==> src/rtl/dreg_load_arbiter_if.sv <==
// Requester-side and register-bank-side signals of the DReg load arbiter.
// The master modport is the requester/bank environment; the slave modport
// is the arbiter itself.
interface dreg_load_arbiter_if #(
    parameter int NREQ = 3,
    parameter int NREG = 4,
    parameter int DW   = 4,
    parameter int AW   = (NREG > 1) ? $clog2(NREG) : 1
);
    logic                 en;
    logic [NREQ-1:0]      req;
    logic [NREQ*AW-1:0]   req_addr;
    logic [NREQ*DW-1:0]   req_data;
    logic [NREQ-1:0]      ack;
    logic [NREG-1:0]      ld;
    logic [DW-1:0]        d_out;
    logic                 busy;

    modport master (
        output en,
        output req,
        output req_addr,
        output req_data,
        input  ack,
        input  ld,
        input  d_out,
        input  busy
    );

    modport slave (
        input  en,
        input  req,
        input  req_addr,
        input  req_data,
        output ack,
        output ld,
        output d_out,
        output busy
    );
endinterface

==> src/rtl/dreg_load_arbiter.sv <==
// Round-robin write arbiter and load sequencer for a bank of DReg digit
// registers. One requester is granted per cycle; the grant drives a one-hot
// load strobe, the shared data bus and an ack pulse back to the winner.
// The requester acked in the previous cycle is masked so a held request is
// never granted twice for the same write. All outputs are registered.
module dreg_load_arbiter #(
    parameter int NREQ = 3,
    parameter int NREG = 4,
    parameter int DW   = 4,
    parameter int AW   = (NREG > 1) ? $clog2(NREG) : 1
) (
    input  logic                clk,
    input  logic                rst_n,
    dreg_load_arbiter_if.slave  bus
);

    localparam int PW = $clog2(NREQ);

    // Decode a register address into a one-hot load strobe; addresses at or
    // beyond NREG produce no strobe at all.
    function automatic logic [NREG-1:0] addr_to_onehot(input logic [AW-1:0] addr);
        logic [NREG-1:0] oh;
        oh = '0;
        for (int r = 0; r < NREG; r++) begin
            if (int'(addr) == r) begin
                oh[r] = 1'b1;
            end else begin
                oh[r] = 1'b0;
            end
        end
        return oh;
    endfunction

    // Registered state
    logic [NREQ-1:0] ack_q,   ack_d;
    logic [NREG-1:0] ld_q,    ld_d;
    logic [DW-1:0]   d_out_q, d_out_d;
    logic            busy_q,  busy_d;
    logic [PW-1:0]   ptr_q,   ptr_d;

    // Arbitration intermediates
    logic [NREQ-1:0] ack_mask_s;
    logic [NREQ-1:0] elig_s;
    logic            found_s;
    logic [PW-1:0]   win_s;
    logic [AW-1:0]   sel_addr_s;
    logic [DW-1:0]   sel_data_s;

    // Eligible requesters: everyone asking except last cycle's winner.
    always_comb begin
        ack_mask_s = ack_q;
        elig_s     = bus.req & ~ack_mask_s;
    end

    // Round-robin search upward from ptr, wrapping modulo NREQ.
    always_comb begin
        found_s = 1'b0;
        win_s   = '0;
        if (bus.en) begin
            for (int k = 0; k < NREQ; k++) begin
                if (!found_s && elig_s[(int'(ptr_q) + k) % NREQ]) begin
                    found_s = 1'b1;
                    win_s   = PW'((int'(ptr_q) + k) % NREQ);
                end else begin
                    found_s = found_s;
                end
            end
        end else begin
            found_s = 1'b0;
        end
    end

    // Only the winner's address and data are routed onward.
    always_comb begin
        sel_addr_s = bus.req_addr[int'(win_s)*AW +: AW];
        sel_data_s = bus.req_data[int'(win_s)*DW +: DW];
    end

    // Next grant: strobe, data and ack for a winner, otherwise idle with
    // d_out and ptr held.
    always_comb begin
        ack_d   = '0;
        ld_d    = '0;
        d_out_d = d_out_q;
        ptr_d   = ptr_q;
        if (found_s) begin
            ack_d   = {{(NREQ-1){1'b0}}, 1'b1} << win_s;
            ld_d    = addr_to_onehot(sel_addr_s);
            d_out_d = sel_data_s;
            if (int'(win_s) == NREQ - 1) begin
                ptr_d = '0;
            end else begin
                ptr_d = win_s + {{(PW-1){1'b0}}, 1'b1};
            end
        end else begin
            ack_d   = '0;
            ld_d    = '0;
            d_out_d = d_out_q;
            ptr_d   = ptr_q;
        end
        busy_d = (|ld_d) | (|ack_d);
    end

    // Grant register; reset abandons any in-flight write without an ack.
    always_ff @(posedge clk or negedge rst_n) begin
        if (!rst_n) begin
            ack_q   <= '0;
            ld_q    <= '0;
            d_out_q <= '0;
            busy_q  <= 1'b0;
            ptr_q   <= '0;
        end else begin
            ack_q   <= ack_d;
            ld_q    <= ld_d;
            d_out_q <= d_out_d;
            busy_q  <= busy_d;
            ptr_q   <= ptr_d;
        end
    end

    assign bus.ack   = ack_q;
    assign bus.ld    = ld_q;
    assign bus.d_out = d_out_q;
    assign bus.busy  = busy_q;

endmodule

==> src/flat_wrapper.sv <==
// flat-port wrapper written by rule: the top's interface ports become plain ports
module dreg_load_arbiter_flat 
#(
    parameter int NREQ = 3,
    parameter int NREG = 4,
    parameter int DW   = 4,
    parameter int AW   = (NREG > 1) ? $clog2(NREG) : 1
)
  (clk, rst_n, bus_en, bus_req, bus_req_addr, bus_req_data, bus_ack, bus_ld, bus_d_out, bus_busy);
  dreg_load_arbiter_if #(.NREQ(NREQ), .NREG(NREG), .DW(DW), .AW(AW)) bus_i ();
  input  logic clk;
  input  logic rst_n;
  input wire logic [$bits(bus_i.en)-1:0] bus_en;
  input wire logic [$bits(bus_i.req)-1:0] bus_req;
  input wire logic [$bits(bus_i.req_addr)-1:0] bus_req_addr;
  input wire logic [$bits(bus_i.req_data)-1:0] bus_req_data;
  output wire logic [$bits(bus_i.ack)-1:0] bus_ack;
  output wire logic [$bits(bus_i.ld)-1:0] bus_ld;
  output wire logic [$bits(bus_i.d_out)-1:0] bus_d_out;
  output wire logic [$bits(bus_i.busy)-1:0] bus_busy;
  assign bus_i.en = bus_en;
  assign bus_i.req = bus_req;
  assign bus_i.req_addr = bus_req_addr;
  assign bus_i.req_data = bus_req_data;
  assign bus_ack = bus_i.ack;
  assign bus_ld = bus_i.ld;
  assign bus_d_out = bus_i.d_out;
  assign bus_busy = bus_i.busy;
  dreg_load_arbiter #(.NREQ(NREQ), .NREG(NREG), .DW(DW), .AW(AW)) u_core (.clk(clk), .rst_n(rst_n), .bus(bus_i));
endmodule
==> config.mk <==
export PLATFORM = sky130hd
export DESIGN_NAME = dreg_load_arbiter_flat
export DESIGN_NICKNAME = d
export VERILOG_FILES = /design/src/rtl/dreg_load_arbiter_if.sv /design/src/rtl/dreg_load_arbiter.sv /design/src/flat_wrapper.sv
export SDC_FILE = /design/constraint.sdc
export NUM_CORES = 1
export LEC_CHECK = 0
export BUFFER_PORTS_ARGS = -buffer_cell sky130_fd_sc_hd__buf_4
export CORE_ASPECT_RATIO = 0.9
export CORE_MARGIN = 3
export CORE_UTILIZATION = 45
export DETAILED_ROUTE_END_ITERATION = 10
export GPL_TIMING_DRIVEN = 0
export PLACE_DENSITY = 0.77
export SETUP_SLACK_MARGIN = 0.1
export SYNTH_ARGS = -nofsm -noshare
export SYNTH_HDL_FRONTEND = slang
export SYNTH_SLANG_ARGS = --single-unit
==> constraint.sdc <==
create_clock -name clk -period 2.8 [get_ports clk]
set_clock_uncertainty 0.15 [all_clocks]
set_input_delay 0.56 -clock clk [delete_from_list [all_inputs] [get_ports clk]]
set_output_delay 0.56 -clock clk [all_outputs]
set_load 0.03 [all_outputs]
==> results.md <==
- DP HPWL: 1660 microns
- Adder-cell share of the synthesized area: 0.0445
- Fin cells: 146
- Max VDD drop: 0.665 mV
- Worst Hold Depth: 3
- Least-Margin Pin Slew: 0.423 ns
- Dpl cells: 142
- Post-place setup slack: 0.317 ns
- Top FF cell, synth: dfrtp_1
- I/O Pins: 36
- Starting density of the core: 0.517
- Total grt overflow: 0
- Hold Crit Class: in2reg
- Post-route setup TNS: 0 ns
- Largest net degree at the start of global routing: 15
- Total power: 1.14 mW
- GRT met1 Usage: 0.266
- Clock buffer count from CTS: 3
- Global-route wire length before repair: 3630 microns
- Chip width: 50.9 microns
- Row cnt: 13
- Drt initial violations: 18
- Share of layout cells above drive strength 1: 0.387
- Yosys warns: 0
- Fin worst setup slack: 0.281 ns
- Kind of critical path: reg2reg
- Max Freq: 0.397 GHz
- Vias/cell: 5.54
- Tot GR Track Use: 0.215
- CTS tree: yes
- Hold Vio Cnt, Final: 0
- Drt pass-1 iters: 4
- Clock power share: 0.099
- Placed standard-cell area: 1110 sq um
- Post-synth ARST share: 1.00
- Syn Inst Count: 85
- Logic pwr share: 0.624
- Final Max Slew Viols: 0
- EDFF count, synth: 0
- Max-cap violations: 0
- Launching point of the worst reg2reg path: u_core.ptr_q[0]
- DIE HEIGHT: 46.4 microns
- Synthesized cell area: 816 sq um
- Met2 layer usage reported by global route: 0.367
- GR Layer Usage met3: 0.0421
- Compound-gate portion of the synthesized area: 0.290
- Die area: 2360 sq um
- Mux contribution to synthesized area: 0
- Post-Synth XOR/XNOR Area: 0
- Number of diodes: 0
- # DRC: 0
- Final setup fails: 0
- Syn_area_per_cell: 9.60 sq um
- Placer Congestion: 0.854
- Pwr Density: 999 nW/um^2
- Commonest cells post-synth: 14 x dfrtp_1, 7 x inv_1, 6 x nand3_1, 6 x o21ai_0, 5 x nand2_1
- CORE AREA: 1580 sq um
- Post-synth top area cell: dfrtp_1
- Post-synthesis simple-gate area fraction: 0.173
- Distinct cells, synth: 36
- Reg2reg path depth: 7
- Outcome: completed
- Sw power: 0.538 mW
- Switch share: 0.473
- Count leader, synth: dfrtp_1
- Area grow syn2layout: 39.6%
- Initial antenna violation count: 0
- CP Capture Type: flop
- Top post-synthesis cells by area: dfrtp_1 43%, nand3_1 3.7%, o21ai_0 3.7%
- # nets final: 152
- Main combinational cell family by area after synthesis: compound AO/OA/AOI/OAI gates
- Cell internal pwr: 0.600 mW
- Synthesized flop and latch total: 14
- # fillers: 132
- Global routing's busiest layer: met2
- Number of global-route vias before repair: 779
- Clock Path Buffers: 2
- CP arrival: 2.55 ns
- Share of power burned in registers: 0.277
- Synth top area share: 0.429
- Final WL: 2210 microns
- Via count: 809
- Clock transition at path regs: 0.08 ns
- Antenna viol nets, final: 0
- Clk sinks: 14
- Relative slew slack: 0.716
- Standby leakage power: 0.587 nW
- IO buf count: 35
- Post-synthesis sequential area ratio: 0.429
- Post-route minimum period: 2.52 ns
- Crit path max fanout: 9
- RSZ-0062 raised after global routing: false
- H-tree Lvls: 1
- R2R Setup Slk: 0.28 ns
- Root Buffer: clkbuf_4
- Wire per inst: 15.1 microns
- Hold path startpoint: bus_req_data[7]
- Post-CTS Resized: 0
- Hold endpoint: u_core.bus.d_out[3]
- WP data required: 2.83 ns
- Syn Nets: 111
- CP Launch Type: flop
- Final Cycle Share: 0.900
- Crit path from: u_core.ptr_q[0]
- Design Area, Final: 1140 sq um
- Crit Reg-Reg Endpoint: u_core.bus.ld[2]
- Clock Latency Late Sink: 0.27 ns
==> routing by layer <==
layer,part of all wire,vias to the layer above
li1,-,397
met1,0.41,366
met2,0.48,40
met3,0.078,6
met4,0.024,0
met5,0,-
==> worst max-delay path by stage <==
| stage | to | slack [ns] | depth (start not counted) |
|---|---|---|---|
| 6_report | u_core.bus.ld[2] | 0.28 | 7 |
| 5_1_grt | u_core.bus.ld[2] | 0.14 | 7 |
| 4_1_cts | u_core.bus.ld[2] | 0.29 | 7 |
| 3_5_place_dp | u_core.bus.ld[2] | 0.32 | 7 |
| 3_3_place_gp | u_core.bus.ld[2] | 0.32 | 7 |
| 2_1_floorplan | u_core.bus.ld[2] | 0.52 | 7 |
==> cells in the final DEF (no fill, tap or decap), types with 2 or more instances in the layout <==
cell type and count:
buf_4 35, nand2_1 5, o21ai_0 6, inv_1 7
clkbuf_4 3, buf_2 3, nand2b_1 2, a21oi_1 3
o2111ai_1 2, nor3_1 2, o211ai_1 3, ha_1 2
nand3_1 6, nor2_1 4, dfrtp_1 14, a22oi_1 3
o211a_1 2
==> metrics by stage <==
step / util / hold slack, ns
after global placement: 0.701 / 0.266
after floorplan: - / 0.114
after CTS: 0.722 / 0.345
final: 0.722 / 0.348
after global routing: 0.722 / 0.377
after detailed placement: 0.701 / 0.269
==> worst max-delay path, cell delays in order, from the launching register on <==
cell,delay (ns)
dfrtp_1,0.37
inv_1,0.05
ha_1,0.38
maj3_2,0.38
o211ai_4,0.32
inv_4,0.10
o311a_1,0.39
nor4_2,0.28
==> registers in the layout, indices dropped and copies added (netlist names) <==
signal / flops
u_core.bus.ld: 4
u_core.bus.d_out: 4
u_core.ptr_q: 2
u_core.bus.busy: 1
u_core.bus.ack: 3
==> area by class of cell <==
cell class / instances / area, sq um / area share
Buffer: 3 / 15.0 / 0.0132
Tap cell: 22 / 27.5 / 0.0242
Inverter: 9 / 36.3 / 0.0319
Timing Repair Buffer: 36 / 273 / 0.240
Clock buffer: 3 / 22.5 / 0.0198
Sequential cell: 14 / 350 / 0.308
Multi-Input combinational cell: 59 / 414 / 0.364
==> timing repair <==
item / 4_1_cts / 5_1_grt
buffers inserted: 0 / 0
hold buffers: 1 / 0
endpoints found under the hold margin: 14 / 0
endpoints found under the setup margin: 0 / 0
==> logic make-up after synthesis <==
logic type,after synthesis
and+or+nand+nor,25
DFF,14
AOI/OAI and AO/OA,31
adders and majority gates,3
buffers and inverters,12
==> power groups by stage <==
stage / clock network, mW / logic, mW / registers [mW]
floorplan: 0 / 0.359 / 0.445
global placement: 0 / 0.690 / 0.317
detailed placement: 0 / 0.702 / 0.320
CTS: 0.116 / 0.705 / 0.317
global route: 0.122 / 0.773 / 0.326
finish: 0.112 / 0.710 / 0.315
Note: power is estimated with default switching activity, not from simulation.
